$ cat src/rtl/snake_pkg.sv
// Shared encodings for the snake step controller: step directions, game
// states, default grid extent and the reverse-direction helper.
package snake_pkg;

    localparam int COORD_W_DEF = 3;
    // Largest coordinate of the default 8x8 grid; the top derives its own from COORD_W.
    localparam int GRID_MAX = (2 ** COORD_W_DEF) - 1;

    typedef enum logic [1:0] {
        DIR_L = 2'd0,
        DIR_R = 2'd1,
        DIR_U = 2'd2,
        DIR_D = 2'd3
    } dir_e;

    typedef enum logic [1:0] {
        ST_IDLE = 2'd0,
        ST_LOAD = 2'd1,
        ST_RUN  = 2'd2,
        ST_OVER = 2'd3
    } state_e;

    function automatic dir_e reverse_dir(input dir_e d);
        case (d)
            DIR_L:   reverse_dir = DIR_R;
            DIR_R:   reverse_dir = DIR_L;
            DIR_U:   reverse_dir = DIR_D;
            DIR_D:   reverse_dir = DIR_U;
            default: reverse_dir = DIR_R;
        endcase
    endfunction

endpackage

$ cat src/rtl/snake_dir_latch.sv
// Direction register: picks one button request by fixed priority and
// refuses a request that would reverse the snake onto itself.
module snake_dir_latch
    import snake_pkg::*;
(
    input  logic clk,
    input  logic reset,
    input  logic clear,
    input  logic enable,
    input  logic btn_l,
    input  logic btn_r,
    input  logic btn_u,
    input  logic btn_d,
    output dir_e dir
);

    dir_e dir_r;
    dir_e req_s;
    logic req_valid_s;

    // Priority l > r > u > d; a rejected reverse never falls through to a lower button.
    always_comb begin
        req_s       = DIR_R;
        req_valid_s = 1'b1;
        if (btn_l) begin
            req_s = DIR_L;
        end else if (btn_r) begin
            req_s = DIR_R;
        end else if (btn_u) begin
            req_s = DIR_U;
        end else if (btn_d) begin
            req_s = DIR_D;
        end else begin
            req_valid_s = 1'b0;
        end
    end

    // Direction state; cleared to RIGHT at reset and at every game load.
    always_ff @(posedge clk) begin
        if (reset) begin
            dir_r <= DIR_R;
        end else if (clear) begin
            dir_r <= DIR_R;
        end else if (enable && req_valid_s && (req_s != reverse_dir(dir_r))) begin
            dir_r <= req_s;
        end else begin
            dir_r <= dir_r;
        end
    end

    assign dir = dir_r;

endmodule

$ cat src/rtl/snake_step_controller.sv
// Snake game sequencer: tick-paced step pulses, start-position load, wall and
// collision handling, food pickup scoring and the IDLE/LOAD/RUN/OVER flow.
module snake_step_controller
    import snake_pkg::*;
#(
    parameter int TICK_DIV = 4,
    parameter int COORD_W  = 3,
    parameter int START_X  = 3,
    parameter int START_Y  = 3,
    parameter int SCORE_W  = 8
) (
    input  logic               clk,
    input  logic               reset,
    input  logic               start,
    input  logic               btn_l,
    input  logic               btn_r,
    input  logic               btn_u,
    input  logic               btn_d,
    input  logic [COORD_W-1:0] pos_x,
    input  logic [COORD_W-1:0] pos_y,
    input  logic               edge_collision,
    input  logic [COORD_W-1:0] food_x,
    input  logic [COORD_W-1:0] food_y,
    output logic               l,
    output logic               r,
    output logic               u,
    output logic               d,
    output logic               load,
    output logic [COORD_W-1:0] load_x,
    output logic [COORD_W-1:0] load_y,
    output logic               playing,
    output logic               game_over,
    output logic               eat,
    output logic [SCORE_W-1:0] score
);

    localparam int TICK_W = (TICK_DIV > 2) ? $clog2(TICK_DIV) : 1;
    localparam logic [TICK_W-1:0]  TICK_LAST = TICK_W'(TICK_DIV - 1);
    localparam logic [TICK_W-1:0]  TICK_PRE  = TICK_W'(TICK_DIV - 2);
    localparam logic [COORD_W-1:0] COORD_MAX = {COORD_W{1'b1}};
    localparam logic [COORD_W-1:0] COORD_MIN = {COORD_W{1'b0}};
    localparam logic [SCORE_W-1:0] SCORE_MAX = {SCORE_W{1'b1}};

    state_e             state_r, state_s;
    logic [TICK_W-1:0]  tick_r, tick_s;
    logic               chk_r;
    dir_e               dir_s;
    logic               due_s, wall_s, food_hit_s;
    logic [3:0]         step_s;
    logic               load_s, eat_s, playing_s, game_over_s;
    logic [COORD_W-1:0] load_x_s, load_y_s;
    logic [SCORE_W-1:0] score_s;

    snake_dir_latch u_dir_latch (
        .clk    (clk),
        .reset  (reset),
        .clear  (state_r == ST_LOAD),
        .enable (state_r == ST_RUN),
        .btn_l  (btn_l),
        .btn_r  (btn_r),
        .btn_u  (btn_u),
        .btn_d  (btn_d),
        .dir    (dir_s)
    );

    // Pulses are registered, so the step is decided one count early and is
    // visible while tick == TICK_DIV-1.
    always_comb begin
        due_s      = (tick_r == TICK_PRE);
        food_hit_s = chk_r && (pos_x == food_x) && (pos_y == food_y);
        case (dir_s)
            DIR_L:   wall_s = (pos_x == COORD_MIN);
            DIR_R:   wall_s = (pos_x == COORD_MAX);
            DIR_U:   wall_s = (pos_y == COORD_MIN);
            DIR_D:   wall_s = (pos_y == COORD_MAX);
            default: wall_s = 1'b0;
        endcase
    end

    // Game flow, step selection and scoring; every output is the next registered value.
    always_comb begin
        state_s     = state_r;
        tick_s      = {TICK_W{1'b0}};
        step_s      = 4'b0000;
        load_s      = 1'b0;
        load_x_s    = COORD_MIN;
        load_y_s    = COORD_MIN;
        eat_s       = 1'b0;
        score_s     = score;
        playing_s   = 1'b0;
        game_over_s = 1'b0;
        case (state_r)
            ST_IDLE, ST_OVER: begin
                if (start) begin
                    state_s  = ST_LOAD;
                    load_s   = 1'b1;
                    load_x_s = COORD_W'(START_X);
                    load_y_s = COORD_W'(START_Y);
                    score_s  = {SCORE_W{1'b0}};
                end else begin
                    game_over_s = (state_r == ST_OVER);
                end
            end
            ST_LOAD: begin
                state_s   = ST_RUN;
                playing_s = 1'b1;
                score_s   = {SCORE_W{1'b0}};
            end
            ST_RUN: begin
                tick_s = (tick_r == TICK_LAST) ? {TICK_W{1'b0}} : tick_r + TICK_W'(1);
                if (edge_collision || (due_s && wall_s)) begin
                    state_s     = ST_OVER;
                    game_over_s = 1'b1;
                end else begin
                    playing_s = 1'b1;
                    if (due_s) begin
                        case (dir_s)
                            DIR_L:   step_s = 4'b1000;
                            DIR_R:   step_s = 4'b0100;
                            DIR_U:   step_s = 4'b0010;
                            DIR_D:   step_s = 4'b0001;
                            default: step_s = 4'b0000;
                        endcase
                    end else begin
                        step_s = 4'b0000;
                    end
                    if (food_hit_s) begin
                        eat_s   = 1'b1;
                        score_s = (score == SCORE_MAX) ? score : score + SCORE_W'(1);
                    end else begin
                        eat_s = 1'b0;
                    end
                end
            end
            default: state_s = ST_IDLE;
        endcase
    end

    // State, tick, food-check flag and all registered outputs.
    always_ff @(posedge clk) begin
        if (reset) begin
            state_r      <= ST_IDLE;
            tick_r       <= {TICK_W{1'b0}};
            chk_r        <= 1'b0;
            {l, r, u, d} <= 4'b0000;
            load         <= 1'b0;
            load_x       <= COORD_MIN;
            load_y       <= COORD_MIN;
            eat          <= 1'b0;
            score        <= {SCORE_W{1'b0}};
            playing      <= 1'b0;
            game_over    <= 1'b0;
        end else begin
            state_r      <= state_s;
            tick_r       <= tick_s;
            chk_r        <= l | r | u | d;
            {l, r, u, d} <= step_s;
            load         <= load_s;
            load_x       <= load_x_s;
            load_y       <= load_y_s;
            eat          <= eat_s;
            score        <= score_s;
            playing      <= playing_s;
            game_over    <= game_over_s;
        end
    end

endmodule

$ cat config.mk
export PLATFORM = sky130hd
export DESIGN_NAME = snake_step_controller
export DESIGN_NICKNAME = d
export VERILOG_FILES = /design/src/rtl/snake_pkg.sv /design/src/rtl/snake_dir_latch.sv /design/src/rtl/snake_step_controller.sv
export SDC_FILE = /design/constraint.sdc
export NUM_CORES = 1
export LEC_CHECK = 0
export BUFFER_PORTS_ARGS = -buffer_cell sky130_fd_sc_hd__buf_2
export CORE_MARGIN = 1
export CORE_UTILIZATION = 45
export DETAILED_ROUTE_END_ITERATION = 8
export GPL_TIMING_DRIVEN = 0
export PLACE_DENSITY = 0.75
export SLEW_MARGIN = 20
export SYNTH_ARGS = -nofsm -noshare
export SYNTH_HDL_FRONTEND = slang
export SYNTH_SLANG_ARGS = --single-unit
$ cat constraint.sdc
create_clock -name clk -period 2.1 [get_ports clk]
set_input_delay 0.105 -clock clk [delete_from_list [all_inputs] [get_ports clk]]
set_output_delay 0.105 -clock clk [all_outputs]
set_load 0.02 [all_outputs]
==> metrics <==
status=finished clean; register area share after synthesis=0.356; initial antenna violation count=0; Skew-Pair Late Insertion Delay=approximately 310 ps; Pre-antenna DRT Iters=4; syn_area_per_cell=8.58 µm²; die width=roughly 56 µm; Synth cell types=43; first-pass GRT wire length=around 5500 µm; Reg-to-Reg End=state_r[0]$_SDFFE_PP0P_; largest net degree at the start of global routing=14; R2R Setup Slk=60 ps; placed insts=about 220; final design utilization=0.609; fmax=~0.5 GHz; overall fraction of global-route tracks in use=0.216; DRC=0; clock root buffer=clkbuf_4; I/O Pins=42; worst hold start=start; hold_buf cts=0; total grt overflow=0; cts bufs inserted=3; final wirelength=between 3000 and 4000 µm; post-route ant nets=0; Core ar.=around 2700 µm²; final hold viol count=0; LEAKAGE=0.733 nW; post-DP HPWL=~2400 µm; Bufs on Longest Clock Path=2; area delta synth->final=28.5%; post-route clock period utilization=0.971; max-cap violations=0; Area contributors post-synth=dfxtp_1 (36%), ha_1 (7.7%), o21ai_0 (3.9%); row count=19; maximum fanout along the worst path=7; Max Transition Viols Final=0; drt first-iter violations=30; vias after detailed routing=1292; Syn Inst Count=~150; clk slew on worst S/H paths=between 100 and 150 ps; fin nets=about 230; layout cells sized above 1=0.377; CP Launch Type=register; CTS tree=yes; diode count=0; endpoint class of the critical path=register; Die H=approximately 56 µm; mapped cell area=1290 µm²; die area=between 3000 and 4000 µm²; DR vias/cell=around 5.6; Worst Tran Pin Value=between 500 and 600 ps; CP Data Arrival Time=~2300 ps; setup_tns=0 ps; GP Congestion=a little under 0.8; top-area cell type share of the netlist area=0.356; post-route clock skew=roughly 4.3 ps; post-layout minimum cycle time=2040 ps; WL/cell=approximately 14 µm; final setup margin=61.7 ps; Min-Delay Path Class=in2reg; H-tree Lvls=1; Initial Utilization=0.474; clk sink count=23; reg-to-reg startpoint=u_dir_latch.dir[1]$_SDFFE_PP0P_; Pwr Density=approximately 760 nW/µm²; Slew HR=0.615; Fillers=245; # setup viols final=0; YS warnings=0; Req. time, crit path=2340 ps; number of global-route vias before repair=~1300; PortBufs=39; #FFs+latches synth=23; Reg2Reg Depth=8; Finished Layout Cells=230; pre-CTS setup slack=-159 ps; VDD IR max=about 0.57 mV; type of the worst setup path=reg2reg; Min-Delay Endpoint=load_y[0]$_SDFF_PP0_; Synth area leader=dfxtp_1; hold path depth=3
## synth_stat cells
| cell type | count |
|---|---|
| or4_1 | 3 |
| or4_4 | 1 |
| mux2i_1 | 3 |
| a21oi_1 | 8 |
| nor3_1 | 5 |
| nand2_1 | 8 |
| ha_1 | 8 |
| or3_1 | 3 |
| and2_1 | 1 |
| o21ba_2 | 1 |
| a31oi_1 | 2 |
| nand4b_1 | 1 |
| a211oi_1 | 2 |
| nand3_1 | 2 |
| a2111oi_0 | 2 |
| o211a_1 | 1 |
| a31o_2 | 1 |
| o21ai_0 | 10 |
| o31a_1 | 1 |
| xor2_1 | 3 |
| nor2_1 | 13 |
| o311ai_0 | 1 |
| inv_1 | 10 |
| buf_4 | 6 |
| a311oi_1 | 1 |
| nor4_1 | 4 |
| nor2b_1 | 2 |
| and3_1 | 1 |
| buf_6 | 2 |
| a21oi_2 | 1 |
| a311oi_2 | 1 |
| o41ai_1 | 1 |
| o21ai_1 | 1 |
| nand4_1 | 5 |
| dfxtp_1 | 23 |
| o31ai_1 | 1 |
| conb_1 | 1 |
| xnor2_1 | 3 |
| or4b_1 | 1 |
| o211ai_1 | 1 |
| nand2b_1 | 3 |
| clkbuf_1 | 2 |
| nand3b_1 | 1 |
## where the power goes
part	switching (mW)	total [mW]	leakage (nW)	internal, mW
clock	0.132	0.203	0.0177	0.0711
combinational	0.308	0.532	0.528	0.224
sequential	0.0426	0.529	0.188	0.486
## cell usage in the layout, fill, tap and decap left out, drive strengths merged, types with 2 or more instances in the layout
master,Yosys,final
a31oi,2,2
nand2,8,8
dfxtp,23,23
xor2,3,3
a311oi,2,2
nor2,13,13
inv,10,10
clkbuf,2,4
a211oi,2,2
nor3,5,5
o21ai,11,11
ha,8,8
nand3,2,2
nor4,4,4
or4,4,4
nor2b,2,2
conb,1,2
or3,3,3
a2111oi,2,2
nand2b,3,3
a21oi,9,9
buf,8,52
xnor2,3,3
nand4,5,5
mux2i,3,3
## kinds of logic after synthesis
family / count (synthesis) / synth area share
other cells: 1 / 0.00290
compound gates: 36 / 0.187
flops: 23 / 0.356
simple gates: 54 / 0.226
xor+xnor: 6 / 0.0406
fa+ha+maj: 8 / 0.0773
buf+inv: 20 / 0.0870
mux: 3 / 0.0232
## worst max-delay path, cell delays in order, from the launching register on
cell,delay [ps]
dfxtp_2,340
buf_6,110
or4b_4,470
a21oi_4,170
a311oi_4,80
and2_4,180
buf_6,120
or3_4,360
a21oi_2,130
## stage by stage
step / total power [mW] / cell area (µm²) / hold slack [ps]
finish: 1.26 / 1660 / 76.8
CTS: 1.22 / 1600 / 71.3
detailed placement: 1.01 / 1530 / 414
floorplan: 0.869 / 1300 / 265
global route: 1.35 / 1660 / 78.3
global placement: 0.983 / 1530 / 416
## flip-flops by register name, indices dropped and copies added, names as in the netlist
name             cells
score                8
r                    1
chk_r                1
tick_r               2
eat                  1
load_y               1
l                    1
playing              1
u                    1
d                    1
state_r              2
game_over            1
u_dir_latch.dir      2
## how the worst max path moves through the flow
stage	startpoint	to	slack, ps	cells past startpoint
after floorplan	u_dir_latch.dir[1]$_SDFFE_PP0P_	state_r[0]$_SDFFE_PP0P_	110	8
after global placement	tick_r[0]$_SDFF_PP0_	score[2]$_SDFFE_PP0P_	-90	8
after detailed placement	tick_r[0]$_SDFF_PP0_	score[2]$_SDFFE_PP0P_	-160	8
after CTS	u_dir_latch.dir[1]$_SDFFE_PP0P_	state_r[0]$_SDFFE_PP0P_	10	8
after global routing	tick_r[0]$_SDFF_PP0_	score[2]$_SDFFE_PP0P_	-10	8
final	u_dir_latch.dir[1]$_SDFFE_PP0P_	state_r[0]$_SDFFE_PP0P_	60	8
## routing by layer
layer	global-route usage	part of all wire	vias up
met4	0.0821	0.0054	0
met5	0	0	-
li1	-	-	638
met1	0.261	0.43	610
met2	0.384	0.52	42
met3	0.0326	0.053	2
## what timing repair did
item	4_1_cts	5_1_grt
pin swaps	3	4
gates resized for setup	5	13
buffers inserted	1	4
endpoints found under the setup margin	7	6
## layout make-up
cell class	count	area, µm²	area share
Multi-Input combinational cell	109	791	0.475
Sequential cell	23	465	0.280
Timing Repair Buffer	44	233	0.140
Buffer	9	71.3	0.0429
Tap cell	31	38.8	0.0233
Inverter	10	37.5	0.0226
Clock buffer	3	22.5	0.0135
Clock inverter	1	5.00	0.00301
(Power assumes the default switching activity.)
